$ cat config.mk
export PLATFORM = sky130hd
export DESIGN_NAME = fp_mul_seq
export DESIGN_NICKNAME = d
export VERILOG_FILES = /design/src/rtl/fp_mul_pkg.sv /design/src/rtl/fp_mant_mul_seq.sv /design/src/rtl/fp_mul_seq.sv
export SDC_FILE = /design/constraint.sdc
export NUM_CORES = 1
export LEC_CHECK = 0
export CAP_MARGIN = 30
export CORE_MARGIN = 8
export CORE_UTILIZATION = 57
export CTS_CLUSTER_SIZE = 12
export DETAILED_ROUTE_END_ITERATION = 16
export DONT_BUFFER_PORTS = 1
export GPL_ROUTABILITY_DRIVEN = 0
export PLACE_DENSITY = 0.75
export SLEW_MARGIN = 25
export SYNTH_ARGS = -nofsm -noshare
export SYNTH_HDL_FRONTEND = slang
export SYNTH_HIERARCHICAL = 1
export SYNTH_SLANG_ARGS = --single-unit
$ cat constraint.sdc
create_clock -name clk -period 3.5 [get_ports clk]
set_clock_uncertainty 0.05 [all_clocks]
set_input_delay 0.7 -clock clk [delete_from_list [all_inputs] [get_ports clk]]
set_output_delay 0.7 -clock clk [all_outputs]
set_load 0.05 [all_outputs]
$ cat src/rtl/fp_mul_pkg.sv
// Shared constants and types for the sequential floating-point multiplier.
package fp_mul_pkg;

  localparam int DEF_EXP_W = 5;
  localparam int DEF_MAN_W = 10;

  typedef enum logic [1:0] {
    ST_IDLE = 2'd0,
    ST_MUL  = 2'd1,
    ST_NORM = 2'd2,
    ST_DONE = 2'd3
  } state_t;

  localparam int FLAG_INVALID   = 3;
  localparam int FLAG_OVERFLOW  = 2;
  localparam int FLAG_UNDERFLOW = 1;
  localparam int FLAG_INEXACT   = 0;

  // Special values: exponent field filled with ones; NaN is {0, ones, 1, zeros}.
  localparam logic SPECIAL_EXP_BIT = 1'b1;
  localparam logic INF_FRAC_BIT    = 1'b0;
  localparam logic NAN_SIGN        = 1'b0;
  localparam logic NAN_FRAC_MSB    = 1'b1;

endpackage

$ cat src/rtl/fp_mant_mul_seq.sv
// Radix-2 shift-add unsigned multiplier: loads on start, then one partial
// product per cycle for N cycles; done pulses once the product is complete.
module fp_mant_mul_seq #(
  parameter int N = 11
) (
  input  logic           clk,
  input  logic           rst,
  input  logic           start,
  input  logic [N-1:0]   a,
  input  logic [N-1:0]   b,
  output logic           done,
  output logic [2*N-1:0] product
);

  localparam int CW = $clog2(N + 1);

  logic [2*N-1:0] acc;
  logic [2*N-1:0] mcand;
  logic [N-1:0]   mplier;
  logic [CW-1:0]  cnt;
  logic           busy;

  always_ff @(posedge clk) begin
    if (rst) begin
      acc    <= '0;
      mcand  <= '0;
      mplier <= '0;
      cnt    <= '0;
      busy   <= 1'b0;
    end else if (start) begin
      acc    <= '0;
      mcand  <= {{N{1'b0}}, a};
      mplier <= b;
      cnt    <= CW'(N);
      busy   <= 1'b1;
    end else if (busy) begin
      if (cnt != '0) begin
        if (mplier[0]) acc <= acc + mcand;
        mcand  <= mcand << 1;
        mplier <= mplier >> 1;
        cnt    <= cnt - CW'(1);
      end else begin
        busy <= 1'b0;
      end
    end
  end

  assign done    = busy && (cnt == '0);
  assign product = acc;

endmodule

$ cat src/rtl/fp_mul_seq.sv
// Sequential IEEE-754-style multiplier with flush-to-zero, RNE rounding and
// a fixed latency for all operand classes.
//
// state | meaning
// IDLE  | ready for an operand pair
// MUL   | significand shift-add in progress
// NORM  | normalise, round, classify; register result and flags
// DONE  | result held until out_ready
module fp_mul_seq
  import fp_mul_pkg::*;
#(
  parameter int EXP_W = DEF_EXP_W,
  parameter int MAN_W = DEF_MAN_W
) (
  input  logic                   clk,
  input  logic                   rst,
  input  logic                   in_valid,
  output logic                   in_ready,
  input  logic [EXP_W+MAN_W:0]   a,
  input  logic [EXP_W+MAN_W:0]   b,
  output logic                   out_valid,
  input  logic                   out_ready,
  output logic [EXP_W+MAN_W:0]   result,
  output logic [3:0]             flags
);

  localparam int W    = 1 + EXP_W + MAN_W;
  localparam int N    = MAN_W + 1;
  localparam int EW   = EXP_W + 2;
  localparam int BIAS = (1 << (EXP_W - 1)) - 1;
  localparam int EMAX = (1 << EXP_W) - 1;
  localparam logic signed [EW-1:0] E_MAX  = EW'(EMAX);
  localparam logic signed [EW-1:0] E_ZERO = '0;

  state_t state, state_nxt;
  logic [W-1:0]   a_q, b_q;
  logic           mul_start, mul_done;
  logic [2*N-1:0] prod;
  logic [W-1:0]   res_nxt;
  logic [3:0]     flg_nxt;

  assign in_ready  = (state == ST_IDLE);
  assign out_valid = (state == ST_DONE);
  assign mul_start = in_valid && in_ready;

  fp_mant_mul_seq #(.N(N)) u_mant_mul (
    .clk     (clk),
    .rst     (rst),
    .start   (mul_start),
    .a       ({|a[W-2:MAN_W], a[MAN_W-1:0]}),
    .b       ({|b[W-2:MAN_W], b[MAN_W-1:0]}),
    .done    (mul_done),
    .product (prod)
  );

  always_ff @(posedge clk) begin
    if (rst) begin
      state  <= ST_IDLE;
      a_q    <= '0;
      b_q    <= '0;
      result <= '0;
      flags  <= '0;
    end else begin
      state <= state_nxt;
      if (mul_start) begin
        a_q <= a;
        b_q <= b;
      end
      if (state == ST_NORM) begin
        result <= res_nxt;
        flags  <= flg_nxt;
      end
    end
  end

  always_comb begin
    state_nxt = state;
    case (state)
      ST_IDLE: if (in_valid)  state_nxt = ST_MUL;
      ST_MUL:  if (mul_done)  state_nxt = ST_NORM;
      ST_NORM:                state_nxt = ST_DONE;
      ST_DONE: if (out_ready) state_nxt = ST_IDLE;
      default:                state_nxt = ST_IDLE;
    endcase
  end

  logic [EXP_W-1:0] ea, eb;
  logic [MAN_W-1:0] fa, fb;
  logic a_zero, b_zero, a_inf, b_inf, a_nan, b_nan, a_snan, b_snan, sign;
  logic             hi, guard, sticky, round_up, carry;
  logic [2*N-2:0]   norm;
  logic [MAN_W+1:0] sig_r;
  logic [MAN_W-1:0] frac_r;
  logic [EW-1:0]    e_u;
  logic signed [EW-1:0] e;

  always_comb begin
    ea     = a_q[W-2:MAN_W];
    eb     = b_q[W-2:MAN_W];
    fa     = a_q[MAN_W-1:0];
    fb     = b_q[MAN_W-1:0];
    sign   = a_q[W-1] ^ b_q[W-1];
    a_zero = (ea == '0);
    b_zero = (eb == '0);
    a_inf  = (&ea) && (fa == '0);
    b_inf  = (&eb) && (fb == '0);
    a_nan  = (&ea) && (fa != '0);
    b_nan  = (&eb) && (fb != '0);
    a_snan = a_nan && !fa[MAN_W-1];
    b_snan = b_nan && !fb[MAN_W-1];

    // Leading one sits at bit 2N-1 or 2N-2; align it to bit 2N-2 and drop it.
    hi       = prod[2*N-1];
    norm     = hi ? prod[2*N-2:0] : {prod[2*N-3:0], 1'b0};
    guard    = norm[MAN_W];
    sticky   = |norm[MAN_W-1:0];
    round_up = guard && (sticky || norm[MAN_W+1]);
    sig_r    = {1'b0, 1'b1, norm[2*MAN_W:MAN_W+1]} + (MAN_W+2)'(round_up);
    carry    = sig_r[MAN_W+1];
    frac_r   = carry ? sig_r[MAN_W:1] : sig_r[MAN_W-1:0];
    e_u      = EW'(ea) + EW'(eb) - EW'(BIAS) + EW'(hi) + EW'(carry);
    e        = signed'(e_u);

    res_nxt = '0;
    flg_nxt = '0;
    if (a_nan || b_nan || (a_inf && b_zero) || (b_inf && a_zero)) begin
      res_nxt = {NAN_SIGN, {EXP_W{SPECIAL_EXP_BIT}}, NAN_FRAC_MSB, {(MAN_W-1){1'b0}}};
      flg_nxt[FLAG_INVALID] = (a_inf && b_zero) || (b_inf && a_zero) || a_snan || b_snan;
    end else if (a_inf || b_inf) begin
      res_nxt = {sign, {EXP_W{SPECIAL_EXP_BIT}}, {MAN_W{INF_FRAC_BIT}}};
    end else if (a_zero || b_zero) begin
      res_nxt = {sign, {(W-1){1'b0}}};
    end else if (e >= E_MAX) begin
      res_nxt = {sign, {EXP_W{SPECIAL_EXP_BIT}}, {MAN_W{INF_FRAC_BIT}}};
      flg_nxt[FLAG_OVERFLOW] = 1'b1;
      flg_nxt[FLAG_INEXACT]  = 1'b1;
    end else if (e <= E_ZERO) begin
      res_nxt = {sign, {(W-1){1'b0}}};
      flg_nxt[FLAG_UNDERFLOW] = 1'b1;
      flg_nxt[FLAG_INEXACT]   = 1'b1;
    end else begin
      res_nxt = {sign, e_u[EXP_W-1:0], frac_r};
      flg_nxt[FLAG_INEXACT] = guard || sticky;
    end
  end

endmodule
### Yosys cells after proc, flatten, opt, wreduce, memory -nomap -nowiden

Cells that the tools add are included.

* bits in registers: 114
* bits of input ports: 36
* output and inout bits: 22
* word-level logic and storage cells: 104

* add/subtract/negate cells: 7
* order comparisons: 2
* equal/unequal tests: 6
* multiplexer cells: 32
* bitwise gates (word level): 1
* reduce and logical (&&, ||, !) cells: 44

Operators with widths (count)
* 11-bit two-way mux: 6
* 15-bit two-way mux: 4
* 22-bit adder: 1
* 21-bit two-way mux: 1
* 10-bit logical NOT: 2
* 10-bit nonzero test: 2
* 16-bit two-way mux: 1
* 7-bit by 1-bit adder with 7-bit output: 2
* 11-bit by 1-bit adder with 12-bit output: 1
* 4-bit two-way mux: 3
* 1-bit logical AND: 11
* 5-bit logical NOT: 2
* 1-bit logical OR: 10
* 10-bit two-way mux: 1
* 5-bit AND reduction: 2
* 10-bit OR reduction: 1
* 5-bit OR reduction: 2
* 1-bit two-way mux: 9
* 3-bit two-way mux: 3
* 2-bit one-hot mux with 4 select lines: 1
* 7-bit by 6-bit >= comparator with 1-bit output (second input constant): 1
* 7-bit by 1-bit less-or-equal comparator with 1-bit output (second input constant): 1
* 6-bit by 4-bit subtractor with 7-bit output (second input constant): 1
* 5-bit by 5-bit adder with 6-bit output: 1
* 15 further kinds: 23

### Depth between registers and ports, before layout

* word-level depth: 12
* depth in mapped cells: 16
* mapped depth without buffers: 12

### Cells and area by module

The synthesis kept the hierarchy.

Modules (own cells, without submodules)
* fp_mant_mul_seq: times used 1, cells each 458, area each 3402.0 µm², seq. area each 1201.2 µm²
* fp_mul_seq: times used 1, cells each 398, area each 3106.7 µm², seq. area each 1081.0 µm²

### Worst setup path after synthesis

No wires, ideal clock.

* path type: register to register
* start: reg u_mant_mul.acc[21], in the netlist u_mant_mul/product[21]
* end: reg result[10]
* setup time: 0.122 ns
* arrival time: 3.393 ns
* required time: 3.328 ns
* slack: -0.065 ns
* cell stages (with the launch flop): 14
* path buffers: 2
* period minus slack after synthesis: 3.565 ns
* cell sequence: dfxtp_1 > buf_6 > mux2i_1 > nor3_4 > or4b_1 > buf_4 > fa_1 > inv_1 > fa_1 > and3_1 > a311oi_1 > o211ai_1 > and2_1 > o311a_1

* longest elaborated chain between the ends: 12
* elaborated cells between the ends (all ways): 14
* classes of those cells: add/sub (3); order compare (2); mux (6); reduce/logical (3)

Ends and longest elaborated chain
* start, declared: line fp_mant_mul_seq.sv:17 `logic [2*N-1:0] acc;`
* start signal, assigned: line fp_mant_mul_seq.sv:38 `if (mplier[0]) acc <= acc + mcand;`
* 21-bit two-way mux: line fp_mul_seq.sv:114 `norm = hi ? prod[2*N-2:0] : {prod[2*N-3:0], 1'b0};`
* 10-bit OR reduction: line fp_mul_seq.sv:116 `sticky = |norm[MAN_W-1:0];`
* 1-bit logical OR: line fp_mul_seq.sv:117 `round_up = guard && (sticky || norm[MAN_W+1]);`
* 1-bit logical AND: line fp_mul_seq.sv:117
* 11-bit by 1-bit adder with 12-bit output: line fp_mul_seq.sv:118 `sig_r = {1'b0, 1'b1, norm[2*MAN_W:MAN_W+1]} + (MAN_W+2)'(round_up);`
* 7-bit by 1-bit adder with 7-bit output (*): line fp_mul_seq.sv:121 `e_u = EW'(ea) + EW'(eb) - EW'(BIAS) + EW'(hi) + EW'(carry);`
* 7-bit by 1-bit less-or-equal comparator with 1-bit output: line fp_mul_seq.sv:137 `end else if (e <= E_ZERO) begin`
* 15-bit two-way mux: line fp_mul_seq.sv:137
* 15-bit two-way mux (*): line fp_mul_seq.sv:133 `end else if (e >= E_MAX) begin`
* 15-bit two-way mux (*): line fp_mul_seq.sv:131 `end else if (a_zero || b_zero) begin`
* 15-bit two-way mux (*): line fp_mul_seq.sv:129 `end else if (a_inf || b_inf) begin`
* 16-bit two-way mux (*): line fp_mul_seq.sv:126 `if (a_nan || b_nan || (a_inf && b_zero) || (b_inf && a_zero)) begin`
* end signal, assigned: line fp_mul_seq.sv:70 `result <= res_nxt;`
* end, declared: line fp_mul_seq.sv:23 `output logic [EXP_W+MAN_W:0] result,`

Every way passes the cells marked *; elsewhere a longest branch is shown, timed or not.
A chain may end at the register's enable or synchronous reset.

### Worst setup path after layout

* start: reg u_mant_mul.acc[21], in the netlist u_mant_mul/product[21]
* end: reg result[5]

* longest elaborated chain between the ends: 12
* elaborated cells between the ends (all ways): 15
* classes of those cells: add/sub (3); order compare (2); mux (7); reduce/logical (3)

Ends and longest elaborated chain (line)
* 21-bit two-way mux: fp_mul_seq.sv:114
* 10-bit OR reduction: fp_mul_seq.sv:116
* 1-bit logical OR: fp_mul_seq.sv:117
* 1-bit logical AND: fp_mul_seq.sv:117
* 11-bit by 1-bit adder with 12-bit output: fp_mul_seq.sv:118
* 7-bit by 1-bit adder with 7-bit output: fp_mul_seq.sv:121
* 7-bit by 1-bit less-or-equal comparator with 1-bit output: fp_mul_seq.sv:137
* 15-bit two-way mux: fp_mul_seq.sv:137
* 15-bit two-way mux (*): fp_mul_seq.sv:133
* 15-bit two-way mux (*): fp_mul_seq.sv:131
* 15-bit two-way mux (*): fp_mul_seq.sv:129
* 16-bit two-way mux (*): fp_mul_seq.sv:126

Marks and branches as above.

==> impl_metrics.env <==
export IMPL_clock_latency_ns=0.43
export IMPL_root_buffer="clkbuf_16"
export IMPL_holdPathStages=1
export IMPL_relSlewSlack_pct=44.4
export IMPL_dp_cells=981
export IMPL_grt_max_degree=75
export IMPL_syn_area_mm2=0.00651
export IMPL_p_leak_nw=2.87
export IMPL_finalCritPeriodShare_pct=101
export IMPL_cp_end_kind="register"
export IMPL_worst_slew_pin_transition_ns=0.832
export IMPL_grt_usage_pct=22.3
export IMPL_crit_family="simple AND/OR/NAND/NOR gates"
export IMPL_syn_inst=856
export IMPL_numCtsBuffers=17
export IMPL_violations="negative setup slack"
export IMPL_drt_total_wl_mm=17.0
export IMPL_synth_cell_types=74
export IMPL_fin_worst_hold_slack_ns=0.283
export IMPL_die_area_mm2=0.0151
export IMPL_yosysWarnings=6
export IMPL_io_pins=58
export IMPL_path_depth=12
export IMPL_maxSlewViolCount=0
export IMPL_fmax_mhz=283
export IMPL_core_mm2=0.0113
export IMPL_crit_path_max_fanout=7
export IMPL_critPathKind="register to register"
export IMPL_route_antenna_remaining_nets=0
export IMPL_crit_buf_inv=2
export IMPL_final_cell_mix="nand2_1 (184), a21oi_1 (125), dfxtp_1 (111)"
export IMPL_clk_pin_slew_ns=0.06
export IMPL_ir_drop_uv=723
export IMPL_cap_violations=0
export IMPL_grt_overflow_total=0
export IMPL_hold_buffers=0
export IMPL_port_buffers=0
export IMPL_cp_slowest_cell="or4b_4"
export IMPL_drt_iter0_drc=504
export IMPL_synth_async_reset_ratio_pct=0
export IMPL_diodes=0
export IMPL_drt_first_pass_iters=5
export IMPL_clock_sinks=114
export IMPL_reg2reg_depth=12
export IMPL_setup_viol=9
export IMPL_area_growth_pct=13.3
export IMPL_worstSetupStartpointType="register"
export IMPL_min_period_ns=3.53
export IMPL_rsz0062_at_grt="yes"
export IMPL_htree_levels=4
export IMPL_hold_violations=0
export IMPL_cp_cell_sequence="mux2i_1, or2_1, or4b_4, fa_2, inv_2, fa_1, and3_4, a311oi_2, o211ai_1, mux2i_1, buf_4, a32o_2"
export IMPL_crit_path_frequent_cell="mux2i_1"
export IMPL_syn_nets=932
export IMPL_vias_per_cell=5.96
export IMPL_die_x_um=123
export IMPL_final_util_pct=65.4
export IMPL_max_clock_path_buffers=2
export IMPL_dr_total_vias=6082
export IMPL_antenna_found_initial=0
export IMPL_dp_hpwl_mm=11.9
export IMPL_row_count=39
export IMPL_finalInstanceArea_mm2=0.00738
export IMPL_layout_drive_gt1_share_pct=11.5
export IMPL_first_global_vias=5718
export IMPL_status="complete, but fails checks"
export IMPL_syn_avg_cell_area_um2=7.60
export IMPL_crit_path_max_incr_delay_ns=0.52
export IMPL_fp_dieH_um=123
export IMPL_wire_per_inst_um=16.6
export IMPL_place_area_mm2=0.00671
export IMPL_synth_edf_count=0
export IMPL_synthFlopType="dfxtp_1"
export IMPL_instances_no_fill=1020
export IMPL_start_util_pct=57.7
export IMPL_ys_seq_area_share_pct=35.1
export IMPL_fin_nets=940
export IMPL_cts_tree="yes"
export IMPL_grt_pass1_wl_mm=27.0
export IMPL_required_ns=3.82
export IMPL_final_common_cell="nand2_1"
export IMPL_power_density_mw_per_mm2=656
export IMPL_cp_arrival_ns=3.85
export IMPL_layout_setup_ws_ns=-0.0341
export IMPL_synth_seq_cells=114
export IMPL_worst_hold_path_type="input pin to register"
export IMPL_tns_ns=-0.217
export IMPL_drc=0
-- flip-flops by register name, summed over array words and instances (netlist names) --
register and count:
result 16, flags 4, state 2, u_mant_mul/mcand 22
u_mant_mul/mplier 11, u_mant_mul/cnt 4, u_mant_mul/product 22, a_q 16
u_mant_mul/busy 1, b_q 16
-- stage by stage --
step	setup WS, ns	power [mW]
final	-0.0341	4.84
after global routing	-0.146	5.09
after CTS	0.0280	4.78
after detailed placement	-0.0356	3.09
after global placement	0.0690	3.03
after floorplan	-0.0156	2.80
-- path summary, 6_finish.rpt --
path / from / endpoint / slack (ns)
min reg2reg: b_q[0] / b_q[0] / 0.40
max: u_mant_mul/product[21] / result[5] / -0.03
max reg2reg: u_mant_mul/product[21] / result[5] / -0.03
min: rst / b_q[14] / 0.28
-- Yosys cell counts (all sizes together), types with 6 or more instances --
cell type | instances | area (um2)
o211ai | 6 | 45.0
buf | 22 | 109
dfxtp | 114 | 2280
ha | 37 | 463
nand2 | 184 | 691
xor2 | 10 | 87.6
and3 | 13 | 81.3
nor2 | 69 | 262
nor3 | 17 | 101
nand4 | 9 | 62.6
nand3 | 25 | 130
nor4 | 11 | 68.8
mux2i | 12 | 124
inv | 30 | 113
a21oi | 127 | 643
a32o | 7 | 71.3
xnor2 | 20 | 175
o21ai | 30 | 161
clkbuf | 24 | 91.3
-- logic make-up (layout without fill, tap and decap cells) --
logic type	Yosys count	after routing	synth area share [%]
multiplexers	13	13	2.08
AND/OR/NAND/NOR	363	363	25.2
XOR/XNOR	30	30	4.04
adder cells (fa/ha/maj)	40	40	8.04
flip-flops	114	114	35.1
buffers and inverters	76	97	4.81
AO/OA/AOI/OAI	220	220	20.8
-- what timing repair did --
action / CTS / global route
cloned: 0 / 1
setup endpoints to repair: 12 / 14
buffers inserted: 0 / 6
pin swaps: 0 / 4
resized for setup: 3 / 9
-- power breakdown --
part	switching (mW)	internal, mW	leakage, nW
sequential	0.268	1.49	0.930
clock	0.686	0.993	0.271
combinational	0.896	0.506	1.67
-- cell type report --
| class | count | area, um2 |
|---|---|---|
| multi-input combinational | 666 | 3960 |
| clock inverter | 15 | 149 |
| tap | 143 | 179 |
| fill | 952 | 3900 |
| timing repair buffer | 35 | 263 |
| sequential | 114 | 2290 |
| inverter | 30 | 113 |
| clock buffer | 17 | 425 |
-- per-layer routing --
layer	share of wire, %	global-route usage [%]	wire length [um]
met5	0	0	0
met4	2.0	8.38	337
met3	8.5	7.73	1440
met2	48	37.6	8130
met1	42	25.6	7050
Power figures use the tool's default switching activity.
